$ cat config.mk
export PLATFORM = sky130hd
export DESIGN_NAME = axi_lite_master_flat
export DESIGN_NICKNAME = d
export VERILOG_FILES = /design/src/rtl/axi_lite_master_if.sv /design/src/rtl/axi_lite_master.sv /design/src/flat_wrapper.sv
export SDC_FILE = /design/constraint.sdc
export NUM_CORES = 1
export LEC_CHECK = 0
export CAP_MARGIN = 0
export CORE_MARGIN = 2
export CORE_UTILIZATION = 46
export CTS_CLUSTER_DIAMETER = 80
export DETAILED_ROUTE_END_ITERATION = 6
export GPL_TIMING_DRIVEN = 0
export PLACE_DENSITY_LB_ADDON = 0.3
export REMOVE_ABC_BUFFERS = 1
export SLEW_MARGIN = 20
export SYNTH_ARGS = -nofsm -noshare
export SYNTH_HDL_FRONTEND = slang
export SYNTH_SLANG_ARGS = --single-unit
$ cat constraint.sdc
create_clock -name ACLK -period 2.3 [get_ports ACLK]
set_input_delay 0.46 -clock ACLK [delete_from_list [all_inputs] [get_ports ACLK]]
set_output_delay 0.46 -clock ACLK [all_outputs]
set_load 0.005 [all_outputs]
$ cat src/rtl/axi_lite_master_if.sv
// AXI4-Lite write/read channel bundle between one master and its slave.
interface axi_lite_master_if;
   logic [3:0]  AWADDR;
   logic        AWVALID;
   logic        AWREADY;
   logic [31:0] WDATA;
   logic        WVALID;
   logic        WREADY;
   logic [1:0]  BRESP;
   logic        BVALID;
   logic        BREADY;
   logic [3:0]  ARADDR;
   logic        ARVALID;
   logic        ARREADY;
   logic [31:0] RDATA;
   logic [1:0]  RRESP;
   logic        RVALID;
   logic        RREADY;

   modport master (
      output AWADDR, AWVALID, WDATA, WVALID, BREADY, ARADDR, ARVALID, RREADY,
      input  AWREADY, WREADY, BRESP, BVALID, ARREADY, RDATA, RRESP, RVALID
   );

   modport slave (
      input  AWADDR, AWVALID, WDATA, WVALID, BREADY, ARADDR, ARVALID, RREADY,
      output AWREADY, WREADY, BRESP, BVALID, ARREADY, RDATA, RRESP, RVALID
   );
endinterface

$ cat src/rtl/axi_lite_master.sv
// Single-outstanding AXI4-Lite master: turns one command into bus handshakes and
// returns one registered response, with an optional bus-wait timeout.
module axi_lite_master #(
   parameter int unsigned TIMEOUT_CYCLES = 255
) (
   input  logic              ACLK,
   input  logic              ARESETn,
   input  logic              cmd_valid,
   output logic              cmd_ready,
   input  logic              cmd_write,
   input  logic [3:0]        cmd_addr,
   input  logic [31:0]       cmd_wdata,
   output logic              rsp_valid,
   input  logic              rsp_ready,
   output logic [31:0]       rsp_rdata,
   output logic [1:0]        rsp_resp,
   output logic              rsp_timeout,
   axi_lite_master_if.master axi
);

   localparam logic [2:0] S_IDLE  = 3'd0;
   localparam logic [2:0] S_WADDR = 3'd1;
   localparam logic [2:0] S_WRESP = 3'd2;
   localparam logic [2:0] S_RADDR = 3'd3;
   localparam logic [2:0] S_RDATA = 3'd4;
   localparam logic [2:0] S_RESP  = 3'd5;

   logic [2:0]  state_q, state_d;
   logic        cmd_ready_q, cmd_ready_d;
   logic        rsp_valid_q, rsp_valid_d;
   logic        rsp_timeout_q, rsp_timeout_d;
   logic [31:0] rsp_rdata_q, rsp_rdata_d;
   logic [1:0]  rsp_resp_q, rsp_resp_d;
   logic [3:0]  awaddr_q, awaddr_d;
   logic [3:0]  araddr_q, araddr_d;
   logic [31:0] wdata_q, wdata_d;
   logic        awvalid_q, awvalid_d;
   logic        wvalid_q, wvalid_d;
   logic        bready_q, bready_d;
   logic        arvalid_q, arvalid_d;
   logic        rready_q, rready_d;
   logic        aw_done_q, aw_done_d;
   logic        w_done_q, w_done_d;
   logic [15:0] cnt_q, cnt_d;

   logic [15:0] cnt_inc;
   logic        timeout_hit;
   logic        to_fire;
   logic        aw_hs, w_hs;

   assign aw_hs = awvalid_q && axi.AWREADY;
   assign w_hs  = wvalid_q && axi.WREADY;

   // Saturating increment; >= keeps a saturated counter from missing the limit.
   assign cnt_inc     = (cnt_q == 16'hFFFF) ? cnt_q : cnt_q + 16'd1;
   assign timeout_hit = (TIMEOUT_CYCLES != 0) && (32'(cnt_inc) >= TIMEOUT_CYCLES);

   always_comb begin
      state_d       = state_q;
      cmd_ready_d   = cmd_ready_q;
      rsp_valid_d   = rsp_valid_q;
      rsp_timeout_d = rsp_timeout_q;
      rsp_rdata_d   = rsp_rdata_q;
      rsp_resp_d    = rsp_resp_q;
      awaddr_d      = awaddr_q;
      araddr_d      = araddr_q;
      wdata_d       = wdata_q;
      awvalid_d     = awvalid_q;
      wvalid_d      = wvalid_q;
      bready_d      = bready_q;
      arvalid_d     = arvalid_q;
      rready_d      = rready_q;
      aw_done_d     = aw_done_q;
      w_done_d      = w_done_q;
      cnt_d         = cnt_q;
      to_fire       = 1'b0;

      case (state_q)
         S_IDLE: begin
            cmd_ready_d = 1'b1;
            if (cmd_valid && cmd_ready_q) begin
               cmd_ready_d = 1'b0;
               cnt_d       = 16'd0;
               awaddr_d    = cmd_addr;
               araddr_d    = cmd_addr;
               wdata_d     = cmd_wdata;
               if (cmd_write) begin
                  state_d   = S_WADDR;
                  awvalid_d = 1'b1;
                  wvalid_d  = 1'b1;
                  aw_done_d = 1'b0;
                  w_done_d  = 1'b0;
               end else begin
                  state_d   = S_RADDR;
                  arvalid_d = 1'b1;
               end
            end
         end

         S_WADDR: begin
            cnt_d = cnt_inc;
            if (aw_hs) begin
               awvalid_d = 1'b0;
               aw_done_d = 1'b1;
            end
            if (w_hs) begin
               wvalid_d = 1'b0;
               w_done_d = 1'b1;
            end
            if ((aw_done_q || aw_hs) && (w_done_q || w_hs)) begin
               state_d  = S_WRESP;
               bready_d = 1'b1;
            end else if (timeout_hit) begin
               to_fire = 1'b1;
            end
         end

         S_WRESP: begin
            cnt_d = cnt_inc;
            if (bready_q && axi.BVALID) begin
               state_d       = S_RESP;
               bready_d      = 1'b0;
               rsp_valid_d   = 1'b1;
               rsp_timeout_d = 1'b0;
               rsp_resp_d    = axi.BRESP;
               rsp_rdata_d   = 32'd0;
            end else if (timeout_hit) begin
               to_fire = 1'b1;
            end
         end

         S_RADDR: begin
            cnt_d = cnt_inc;
            if (arvalid_q && axi.ARREADY) begin
               state_d   = S_RDATA;
               arvalid_d = 1'b0;
               rready_d  = 1'b1;
            end else if (timeout_hit) begin
               to_fire = 1'b1;
            end
         end

         S_RDATA: begin
            cnt_d = cnt_inc;
            if (rready_q && axi.RVALID) begin
               state_d       = S_RESP;
               rready_d      = 1'b0;
               rsp_valid_d   = 1'b1;
               rsp_timeout_d = 1'b0;
               rsp_resp_d    = axi.RRESP;
               rsp_rdata_d   = axi.RDATA;
            end else if (timeout_hit) begin
               to_fire = 1'b1;
            end
         end

         S_RESP: begin
            if (rsp_valid_q && rsp_ready) begin
               state_d     = S_IDLE;
               rsp_valid_d = 1'b0;
               cmd_ready_d = 1'b1;
            end
         end

         default: begin
            state_d = S_IDLE;
         end
      endcase

      // Abandon the bus entirely; late B/R beats then meet BREADY/RREADY low.
      if (to_fire) begin
         state_d       = S_RESP;
         awvalid_d     = 1'b0;
         wvalid_d      = 1'b0;
         bready_d      = 1'b0;
         arvalid_d     = 1'b0;
         rready_d      = 1'b0;
         rsp_valid_d   = 1'b1;
         rsp_timeout_d = 1'b1;
         rsp_resp_d    = 2'b10;
         rsp_rdata_d   = 32'd0;
      end
   end

   always_ff @(posedge ACLK or negedge ARESETn) begin
      if (!ARESETn) begin
         state_q       <= S_IDLE;
         cmd_ready_q   <= 1'b0;
         rsp_valid_q   <= 1'b0;
         rsp_timeout_q <= 1'b0;
         rsp_rdata_q   <= 32'd0;
         rsp_resp_q    <= 2'b00;
         awaddr_q      <= 4'd0;
         araddr_q      <= 4'd0;
         wdata_q       <= 32'd0;
         awvalid_q     <= 1'b0;
         wvalid_q      <= 1'b0;
         bready_q      <= 1'b0;
         arvalid_q     <= 1'b0;
         rready_q      <= 1'b0;
         aw_done_q     <= 1'b0;
         w_done_q      <= 1'b0;
         cnt_q         <= 16'd0;
      end else begin
         state_q       <= state_d;
         cmd_ready_q   <= cmd_ready_d;
         rsp_valid_q   <= rsp_valid_d;
         rsp_timeout_q <= rsp_timeout_d;
         rsp_rdata_q   <= rsp_rdata_d;
         rsp_resp_q    <= rsp_resp_d;
         awaddr_q      <= awaddr_d;
         araddr_q      <= araddr_d;
         wdata_q       <= wdata_d;
         awvalid_q     <= awvalid_d;
         wvalid_q      <= wvalid_d;
         bready_q      <= bready_d;
         arvalid_q     <= arvalid_d;
         rready_q      <= rready_d;
         aw_done_q     <= aw_done_d;
         w_done_q      <= w_done_d;
         cnt_q         <= cnt_d;
      end
   end

   assign cmd_ready   = cmd_ready_q;
   assign rsp_valid   = rsp_valid_q;
   assign rsp_timeout = rsp_timeout_q;
   assign rsp_rdata   = rsp_rdata_q;
   assign rsp_resp    = rsp_resp_q;
   assign axi.AWADDR  = awaddr_q;
   assign axi.AWVALID = awvalid_q;
   assign axi.WDATA   = wdata_q;
   assign axi.WVALID  = wvalid_q;
   assign axi.BREADY  = bready_q;
   assign axi.ARADDR  = araddr_q;
   assign axi.ARVALID = arvalid_q;
   assign axi.RREADY  = rready_q;

endmodule

$ cat src/flat_wrapper.sv
// flat-port wrapper written by rule: the top's interface ports become plain ports
module axi_lite_master_flat 
#(
   parameter int unsigned TIMEOUT_CYCLES = 255
)
  (ACLK, ARESETn, cmd_valid, cmd_ready, cmd_write, cmd_addr, cmd_wdata, rsp_valid, rsp_ready, rsp_rdata, rsp_resp, rsp_timeout, axi_AWADDR, axi_AWVALID, axi_WDATA, axi_WVALID, axi_BREADY, axi_ARADDR, axi_ARVALID, axi_RREADY, axi_AWREADY, axi_WREADY, axi_BRESP, axi_BVALID, axi_ARREADY, axi_RDATA, axi_RRESP, axi_RVALID);
  axi_lite_master_if axi_i ();
  input  logic ACLK;
  input  logic ARESETn;
  input  logic cmd_valid;
  output logic cmd_ready;
  input  logic cmd_write;
  input  logic [3:0] cmd_addr;
  input  logic [31:0] cmd_wdata;
  output logic rsp_valid;
  input  logic rsp_ready;
  output logic [31:0] rsp_rdata;
  output logic [1:0] rsp_resp;
  output logic rsp_timeout;
  output wire logic [$bits(axi_i.AWADDR)-1:0] axi_AWADDR;
  output wire logic [$bits(axi_i.AWVALID)-1:0] axi_AWVALID;
  output wire logic [$bits(axi_i.WDATA)-1:0] axi_WDATA;
  output wire logic [$bits(axi_i.WVALID)-1:0] axi_WVALID;
  output wire logic [$bits(axi_i.BREADY)-1:0] axi_BREADY;
  output wire logic [$bits(axi_i.ARADDR)-1:0] axi_ARADDR;
  output wire logic [$bits(axi_i.ARVALID)-1:0] axi_ARVALID;
  output wire logic [$bits(axi_i.RREADY)-1:0] axi_RREADY;
  input wire logic [$bits(axi_i.AWREADY)-1:0] axi_AWREADY;
  input wire logic [$bits(axi_i.WREADY)-1:0] axi_WREADY;
  input wire logic [$bits(axi_i.BRESP)-1:0] axi_BRESP;
  input wire logic [$bits(axi_i.BVALID)-1:0] axi_BVALID;
  input wire logic [$bits(axi_i.ARREADY)-1:0] axi_ARREADY;
  input wire logic [$bits(axi_i.RDATA)-1:0] axi_RDATA;
  input wire logic [$bits(axi_i.RRESP)-1:0] axi_RRESP;
  input wire logic [$bits(axi_i.RVALID)-1:0] axi_RVALID;
  assign axi_AWADDR = axi_i.AWADDR;
  assign axi_AWVALID = axi_i.AWVALID;
  assign axi_WDATA = axi_i.WDATA;
  assign axi_WVALID = axi_i.WVALID;
  assign axi_BREADY = axi_i.BREADY;
  assign axi_ARADDR = axi_i.ARADDR;
  assign axi_ARVALID = axi_i.ARVALID;
  assign axi_RREADY = axi_i.RREADY;
  assign axi_i.AWREADY = axi_AWREADY;
  assign axi_i.WREADY = axi_WREADY;
  assign axi_i.BRESP = axi_BRESP;
  assign axi_i.BVALID = axi_BVALID;
  assign axi_i.ARREADY = axi_ARREADY;
  assign axi_i.RDATA = axi_RDATA;
  assign axi_i.RRESP = axi_RRESP;
  assign axi_i.RVALID = axi_RVALID;
  axi_lite_master #(.TIMEOUT_CYCLES(TIMEOUT_CYCLES)) u_core (.ACLK(ACLK), .ARESETn(ARESETn), .cmd_valid(cmd_valid), .cmd_ready(cmd_ready), .cmd_write(cmd_write), .cmd_addr(cmd_addr), .cmd_wdata(cmd_wdata), .rsp_valid(rsp_valid), .rsp_ready(rsp_ready), .rsp_rdata(rsp_rdata), .rsp_resp(rsp_resp), .rsp_timeout(rsp_timeout), .axi(axi_i));
endmodule
==> After elaboration in Yosys (flattened, before gate mapping) <==
Index checks and enable logic that the tools add are counted.
{ "totals": {"regBits": 99} }
{ "classes": {"addsub": 1, "order_cmp": 1, "eq_ne": 21, "mux": 63, "reduce_logical": 34} }
{ "ops": {"columns": ["op", "count"], "rows": [
  ["$mux 32", 3],
  ["$pmux 32 s2", 1],
  ["$mux 1", 32],
  ["$mux 16", 2],
  ["$pmux 16 s2", 1],
  ["$ne 3x1->1 const B", 8],
  ["$reduce_and 4->1", 6],
  ["$mux 3", 7],
  ["$pmux 1 s2", 9],
  ["$pmux 3 s6", 1],
  ["$add 16x1->16 const B", 1],
  ["$eq 16x16->1 const B", 1],
  ["$ge 16x8->1 const B", 1],
  ["$reduce_bool 3->1", 5],
  ["$reduce_and 3->1", 3],
  ["$logic_and 1x1->1", 8],
  ["$mux 2", 4],
  ["$ne 2x1->1 const B", 4],
  ["$eq 3x2->1 const B", 2],
  ["$eq 3x3->1 const B", 2],
  ["$ne 3x2->1 const B", 2],
  ["$reduce_and 2->1", 3],
  ["$reduce_and 6->1", 1],
  ["$reduce_bool 2->1", 3],
  ["other kinds (9)", 10]
]} }

==> Longest topological paths before layout <==
Gate-level depths: netlist (run 1).
{ "depth": {"word_depth": 8, "depth_mapped": 10, "ltp_nobuf": 7} }

==> Worst setup path before layout (run 1) <==
No wires, ideal clock.
{ "synth_path": {"path_kind": "reg-to-reg", "from": "register u_core.cnt_q[0]", "to": "register u_core.arvalid_q, in the netlist u_core.axi.ARVALID", "setup_time_ns": 0.137, "arrival_time_ns": 1.938, "t_required_ns": 2.163, "slack_ns": 0.225, "path_stages_with_launch": 9, "n_path_buf": 1, "period_less_slack_ns": 2.075, "path_cell_list": "dfrtp_1 -> ha_1 -> and3_1 -> nand4_1 -> a2111oi_0 -> o2111ai_1 -> nand4b_2 -> buf_2 -> a21oi_1"} }
{ "synth_between": {"elab_chain_cells": 8} }
{ "synth_lines": {"columns": ["item", "line", "text"], "rows": [
  ["start: declaration", "axi_lite_master.sv:44", "logic [15:0] cnt_q, cnt_d;"],
  ["start signal: assignment", "axi_lite_master.sv:221", "cnt_q <= cnt_d;"],
  ["$add 16x1->16 / $eq 16x16->1 (equally long branches)", "axi_lite_master.sv:55", "assign cnt_inc = (cnt_q == 16'hFFFF) ? cnt_q : cnt_q + 16'd1;"],
  ["$mux 16 (*)", "axi_lite_master.sv:55", null],
  ["$ge 16x8->1 (*)", "axi_lite_master.sv:56", "assign timeout_hit = (TIMEOUT_CYCLES != 0) && (32'(cnt_inc) >= TIMEOUT_CYCLES);"],
  ["$mux 1 (*)", null, null],
  ["$mux 1 (on tied branches)", null, null],
  ["$pmux 1 s4 (*)", "axi_lite_master.sv:78", "case (state_q)"],
  ["$ne 3x2->1 (no source line), or another cell as far along", null, null],
  ["$reduce_and 4->1 (no source line)", null, null],
  ["end signal: assignment", "axi_lite_master.sv:217", "arvalid_q <= arvalid_d;"],
  ["end: declaration", "axi_lite_master.sv:40", "logic arvalid_q, arvalid_d;"]
]} }
Every way passes the cells marked *; elsewhere a longest branch is shown, timed or not.
A chain may end at the register's enable or synchronous reset.

==> Worst setup path after layout (run 1) <==
{ "layout_path": {"from": "register u_core.cnt_q[4]", "to": "register u_core.rsp_timeout_q, in the netlist u_core.rsp_timeout"} }
{ "layout_between": {"elab_chain_cells": 8} }
{ "layout_lines": {"columns": ["item", "line", "text"], "rows": [
  ["$add 16x1->16 / $eq 16x16->1 (equally long branches)", "axi_lite_master.sv:55", null],
  ["$mux 16 (*)", "axi_lite_master.sv:55", null],
  ["$ge 16x8->1 (*)", "axi_lite_master.sv:56", null],
  ["$mux 1 (*)", null, null],
  ["$mux 1 (on tied branches)", null, null],
  ["$pmux 1 s4 (*)", "axi_lite_master.sv:78", null],
  ["$ne 3x1->1 (no source line) / $reduce_bool 3->1 (equally long branches)", null, null],
  ["$reduce_and 3->1 (no source line)", null, null],
  ["end signal: assignment", "axi_lite_master.sv:208", "rsp_timeout_q <= rsp_timeout_d;"],
  ["end: declaration", "axi_lite_master.sv:31", "logic rsp_timeout_q, rsp_timeout_d;"]
]} }
Marked as above.

==> results of run 1 <==
-- flip-flops by register name, summed over array words and instances (netlist names) --
name                flops
u_core.state_q          3
u_core.axi.WVALID       1
u_core.axi.AWADDR       4
u_core.rsp_valid        1
u_core.axi.RREADY       1
u_core.axi.ARVALID      1
u_core.axi.BREADY       1
u_core.cnt_q           16
u_core.aw_done_q        1
u_core.axi.WDATA       32
u_core.rsp_rdata       32
u_core.rsp_resp         2
u_core.w_done_q         1
u_core.axi.AWVALID      1
u_core.cmd_ready        1
u_core.rsp_timeout      1
-- path summary, 6_finish.rpt --
kind                                  endpoint  slack [ns]  depth (start not counted)
max                         u_core.rsp_timeout       -0.11                          8
min                          u_core.axi.WVALID        0.50                          2
max reg2reg                 u_core.rsp_timeout       -0.11                          8
min reg2reg                u_core.axi.WDATA[5]        0.50                          1
max in group asynchronous     u_core.cnt_q[10]        1.13                          3
min in group ACLK          u_core.axi.WDATA[5]        0.51                          1
-- Yosys cell counts (all sizes together), types with 2 or more instances --
cell type	n	area share, %
dfrtp	99	51
nand2	57	4.4
o21ai	53	5.5
a21oi	38	3.9
mux2	36	8.4
a32oi	31	5.6
clkbuf	25	2.0
nor2	24	1.9
buf	17	1.9
nand3	13	1.3
a31oi	9	1.2
nand4	7	1.0
and2	6	0.78
and4	4	0.72
mux2i	4	0.83
nand3b	4	0.62
nor3	4	0.41
a221o	3	0.62
a22o	3	0.54
and3	3	0.39
nor4	3	0.65
o2111ai	3	0.54
o21a	3	0.47
a2bb2oi	2	0.36
a32o	2	0.41
inv	2	0.16
o211ai	2	0.31
o31ai	2	0.31
or3	2	0.26
-- per-layer routing --
metal	global-route usage [%]	routed length [µm]
met5	0	0
met3	7.30	1400
met2	42.9	7870
met4	7.51	460
met1	30.5	5960
-- cell families after synthesis --
logic type / Yosys count / share of synthesized area [%]
adders and majority gates: 1 / 0.259
buffers and inverters: 44 / 4.04
AOI/OAI and AO/OA: 160 / 21.4
xor gates and xnor gates: 2 / 0.362
and+or+nand+nor: 130 / 13.1
muxes: 41 / 9.67
DFF: 99 / 51.2
-- critical path, stage by stage (launching register included) --
cell	delay, ns
dfrtp_2	0.45
nand4_1	0.27
buf_4	0.26
nor2_4	0.21
o2111ai_1	0.23
o31ai_4	0.26
nand4b_4	0.23
buf_12	0.20
a22o_1	0.20
-- stage by stage --
stage	cell area, µm²	setup TNS, ns
6_report	7450	-0.941
5_1_grt	7450	-2.51
4_1_cts	7150	0
3_5_place_dp	6580	-48.64
3_3_place_gp	6450	-419.05
2_1_floorplan	4650	-57.05
-- final cells by class --
type	count	area (µm²)
Inverter	2	7.51
Multi-Input combinational cell	339	2470
Fill cell	717	2830
Tap cell	136	170
Clock inverter	6	93.8
Sequential cell	99	2500
Timing Repair Buffer	207	2070
Clock buffer	10	138
-- power by group through the flow --
stage          sequential [mW]  combinational (mW)  clock, mW
6_report                  3.04                5.26       1.32
5_1_grt                   3.12                5.67       1.41
4_1_cts                   3.00                4.85       1.33
3_5_place_dp              3.03                4.39          0
3_3_place_gp              2.98                4.24          0
2_1_floorplan             2.98                2.31          0
-- timing repair --
action | 4_1_cts | 5_1_grt
pin swaps | 8 | 14
hold buffers | 1 | 0
endpoints found under the setup margin | 71 | 57
cloned | 3 | 2
hold endpoints to repair | 29 | 0
buffers inserted | 17 | 21
gates resized for setup | 29 | 50
==> metrics.yaml, run 1 <==
synth:
  synth-main-ff-cell: "dfrtp_1"
  ys_seq_elements: 99
  synth-edff-count: 0
  netlist_instances: 477
  synth.avg_cell_area_um2: 10.1
  yosys_warnings: 0
  async_flop_share_pct: 100
  synthesis.area_mm2: 0.00484
  ys_types: 51
  synth_seq_area_share_pct: 51.2
die:
  core_mm2: 0.0103
  die-area_mm2: 0.0114
  floorplan.die.height_um: 107
  row_count: 37
  initial_core_util_pct: 47.1
  io_pins: 164
  chipWidth_um: 107
global_routing:
  grt_use_total_pct: 25.0
  grt_pass1_vias: 4564
  antenna_found_initial: 0
  grt_max_degree: 71
  grt_pass1_wl_um: 22400
  grt_overflow: 0
cts:
  cts_root_buf: "clkbuf_8"
  cts.sink_count: 99
  cts_made_buffers: 9
  htreeDepth: 3
  cts.clk_slew.worst_paths_ns: 0.10
  clk_latency_ns: 0.39
  clockBufferDepth: 2
  cts_tree: "built"
place:
  port_buffers: 163
  post-dp-hpwl_um: 8800
  dpl_worst_slack_ns: -1.14
  place.gp.congestion: 0.911
  placed_cells: 739
setup_path:
  crit_path_start: "u_core.cnt_q[4]"
  worstPathRequired_ns: 2.58
  cp-start-kind: "flop"
  crit_type: "reg2reg"
  reg2reg_from: "u_core.cnt_q[4]"
  arrival_ns: 2.69
  end_kind: "flop"
  crit_fanout: 9
pwr:
  ir_drop_v: 0.000811
  swShare_pct: 37.7
  power_mw: 9.62
  static-leakage-power_nw: 3.07
  power_density_mw_per_mm2: 1290
  power_frac_seq_pct: 31.6
  p_int_mw: 6.00
  pwr-share-clk_pct: 13.8
  p_switching_mw: 3.62
  pwr-share-comb_pct: 54.7
sta:
  max_freq_mhz: 416
  tightest_slew_ns: 0.954
  report.final.slew_viol_count: 0
  fin_skew_ns: 0.0130
  finalWorstSetupSlack_ns: -0.106
  fin_crit_sh_pct: 105
  final_hold_viol_count: 0
  slew_headroom_pct: 35.7
  setup-violations-final: 23
  period_needed_ns: 2.41
  timing.hold.ws_ns: 0.505
  rsz0062_at_grt: "yes"
worst_hold_path:
  hold_class: "in2async"
outcome:
  violations: "negative setup slack"
  status: "complete, but fails checks"
detailed_routing:
  viasPerCell: 6.06
  drt_wl_total_um: 15700
  ant_nets: 0
  drc: 0
  drt-pass1-iter-count: 5
  wire_per_inst_um: 19.6
  drt_iter0_drc: 420
  vias: 4843
final_layout:
  area_delta_synth_final_pct: 54.0
  nets: 741
  fin_util_pct: 72.5
  fin_cells: 799
  layout-drive-gt1-share_pct: 21.9
  final_common_cell: "clkdlybuf4s50_1"
  n_antenna_cell: 0
  layout_common_cells: "clkdlybuf4s50_1, dfrtp_1, nand2_1, a21oi_1, mux2_2"
job:
  max_cap_viol_count: 0
No activity file was read; power rests on OpenSTA's default activity.
==> run 2: changes to the inputs <==
CORE_MARGIN = 8   (was 2)
==> run 2 against run 1 <==
Net effect: the flow still finishes with violations (negative setup slack); utilization fell by 0.60 points; count of clock-buffer cells in the layout fell by 1; clock power fell by 15%; design area fell by 0.82%; largest cell class is now multi-input gates; critical path depth rose by 1; worst hold slack improved by 0.0050 ns; clock skew rose by 0.0060 ns; flip-flop and latch count did not move; first-iteration DRC count fell by 24%; power fell by 1.9%; highest routed layer unchanged; final cell count fell by 1.3%; critical endpoint unchanged; via count fell by 2.4%.
==> metrics.yaml, run 2 (synthesized netlist as in run 1, its figures left out) <==
outcome:
  status: "complete, but fails checks"
  violations: "negative setup slack"
cts:
  htreeDepth: 3  # unchanged
  cts_root_buf: "clkbuf_8"
  clk_latency_ns: 0.38  # about the same
  cts_made_buffers: 9  # unchanged
  cts_tree: "built"
  cts.clk_slew.worst_paths_ns: 0.10  # about the same
  clockBufferDepth: 2  # unchanged
  cts.sink_count: 99  # unchanged
setup_path:
  crit_path_top_delay_cell: "dfrtp_1"
  path_cells: "and4_2, nand4_1, buf_4, mux2i_1, o2111ai_2, buf_6, nand4b_4, buf_6, a22o_1"
  path_buf_inv: 3  # +1
  end_kind: "flop"
  reg2reg_from: "u_core.cnt_q[14]"
  crit_type: "reg2reg"
  arrival_ns: 2.60  # -0.09 ns
  ff2ff_setup_slack_ns: -0.05  # +0.06 ns
  crit_fanout: 6  # -3
  worstPathRequired_ns: 2.56  # -0.02 ns
  reg2reg_to: "u_core.rsp_timeout"
  crit_family: "simple AND/OR/NAND/NOR gates"
  cp_common_cell: "buf_6"
  cp-start-kind: "flop"
  cpPeakStageDelay_ns: 0.47  # +0.02 ns
  ff2ff_path_depth: 9  # +1
detailed_routing:
  highest_layer: "met4"
  wl_met2_um: 8090  # +2.8%
  route.layer.met1.wl_um: 5890  # -1.1%
  drc: 0  # unchanged
  viasPerCell: 5.99  # -1.2%
  drt_iter0_drc: 319  # -24%
  drt_wl_total_um: 15800  # +0.70%
  wire_per_inst_um: 20.0  # +2.0%
  routed-wl-met3_um: 1590  # +14%
  drt-pass1-iter-count: 5  # unchanged
  vias: 4725  # -2.4%
  ant_nets: 0  # unchanged
die:
  core_mm2: 0.0103  # unchanged
  chipWidth_um: 119  # +11%
  io_pins: 164  # unchanged
  floorplan.die.height_um: 119  # +11%
  initial_core_util_pct: 47.1  # unchanged
  row_count: 37  # unchanged
  die-area_mm2: 0.0141  # +24%
final_layout:
  fin_util_pct: 71.9  # -0.60 points
  n_antenna_cell: 0  # unchanged
  fin_cells: 789  # -1.3%
  final_common_cell: "clkdlybuf4s50_1"
  n_fill_cell: 745  # +3.9%
  area_delta_synth_final_pct: 52.7
  nets: 733  # -1.1%
  layout-drive-gt1-share_pct: 22.2  # +0.33 points
  ff_latch_area_mm2: 0.00250  # about the same
  layout_common_cells: "clkdlybuf4s50_1, dfrtp_1, nand2_1, mux2_2, a21oi_1"
  multi_input_area_mm2: 0.00251  # +1.4%
global_routing:
  grt_pass1_wl_um: 25100  # +12%
  grt_max_degree: 65  # -8.5%
  antenna_found_initial: 0  # unchanged
  grt_use_total_pct: 21.8  # -3.2 points
  grt_pass1_vias: 4705  # +3.1%
  grt_overflow: 0  # unchanged
sta:
  fin_skew_ns: 0.0190  # +0.00602 ns
  tightest_slew_ns: 0.883  # -0.0710 ns
  timing.hold.ws_ns: 0.510  # +0.00496 ns
  rsz0062_at_grt: "yes"
  final_hold_viol_count: 0  # unchanged
  fin_tns_setup_ns: -0.208  # +0.732 ns
  slew_headroom_pct: 40.5  # +4.8 points
  finalWorstSetupSlack_ns: -0.0459  # +0.0598 ns
  period_needed_ns: 2.35  # -0.0598 ns
  fin_crit_sh_pct: 102  # -2.6 points
  report.final.slew_viol_count: 0  # unchanged
  setup-violations-final: 9  # -61%
  max_freq_mhz: 426  # +2.5%
place:
  post-dp-hpwl_um: 9900  # +12%
  place.gp.congestion: 0.877  # -3.7%
  placed_cells: 739  # unchanged
  port_buffers: 163  # unchanged
pwr:
  power_mw: 9.44  # -1.9%
  power_density_mw_per_mm2: 1280  # -1.1%
  static-leakage-power_nw: 3.00  # -2.3%
  ir_drop_v: 0.000898  # +11%
worst_hold_path:
  hold_end: "u_core.axi.WDATA[1]"
  whs_path_depth: 1
  hp-start: "u_core.axi.WDATA[1]"
  hold_class: "reg2reg"
job:
  max_cap_viol_count: 0  # unchanged
## run 2: power breakdown
group	internal (mW)	total [mW]	switching [mW]
clock	0.501	1.12	0.624
combinational	2.87	5.28	2.41
sequential	2.43	3.04	0.605
total	5.80	9.44	3.64
## run 2: area by class of cell
cell class                      count  area share, %
Tap cell                          136           2.30
Clock buffer                        9           1.68
Sequential cell                    99           33.8
Timing Repair Buffer              198           27.3
Clock inverter                      5          0.864
Multi-Input combinational cell    340           33.9
Inverter                            2          0.102
## run 2: per-stage QoR
step	instance area [µm²]	setup WS, ns
after floorplan	4650	-1.50
after global placement	6450	-2.97
after detailed placement	6560	-1.20
after CTS	7160	0.0116
after global routing	7390	-0.131
final	7390	-0.0459
## run 2: worst max-delay path by stage
stage,slack (ns),startpoint,cells after the start,end
after global routing,-0.13,u_core.cnt_q[1],10,u_core.rsp_timeout
after global placement,-2.97,ARESETn,1,u_core.axi.WDATA[29]
after CTS,0.01,u_core.state_q[1],5,u_core.axi.WDATA[26]
final,-0.05,u_core.cnt_q[14],9,u_core.rsp_timeout
after detailed placement,-1.20,u_core.cnt_q[0],7,u_core.state_q[0]
after floorplan,-1.50,u_core.state_q[2],6,u_core.rsp_rdata[30]
## run 2: repair_timing
| item | CTS | global route |
|---|---|---|
| setup endpoints to repair | 60 | 64 |
| hold endpoints to repair | 35 | 0 |
| cloned | 6 | 0 |
| pin swaps | 10 | 26 |
| gates resized for setup | 40 | 56 |
| buffers inserted | 19 | 10 |
| hold buffers | 1 | 0 |
## run 2: per-layer routing
layer	up-vias	track usage [%]
met4	0	5.53
met1	2311	25.1
met2	228	37.6
met5	-	0
li1	2155	-
met3	31	7.85
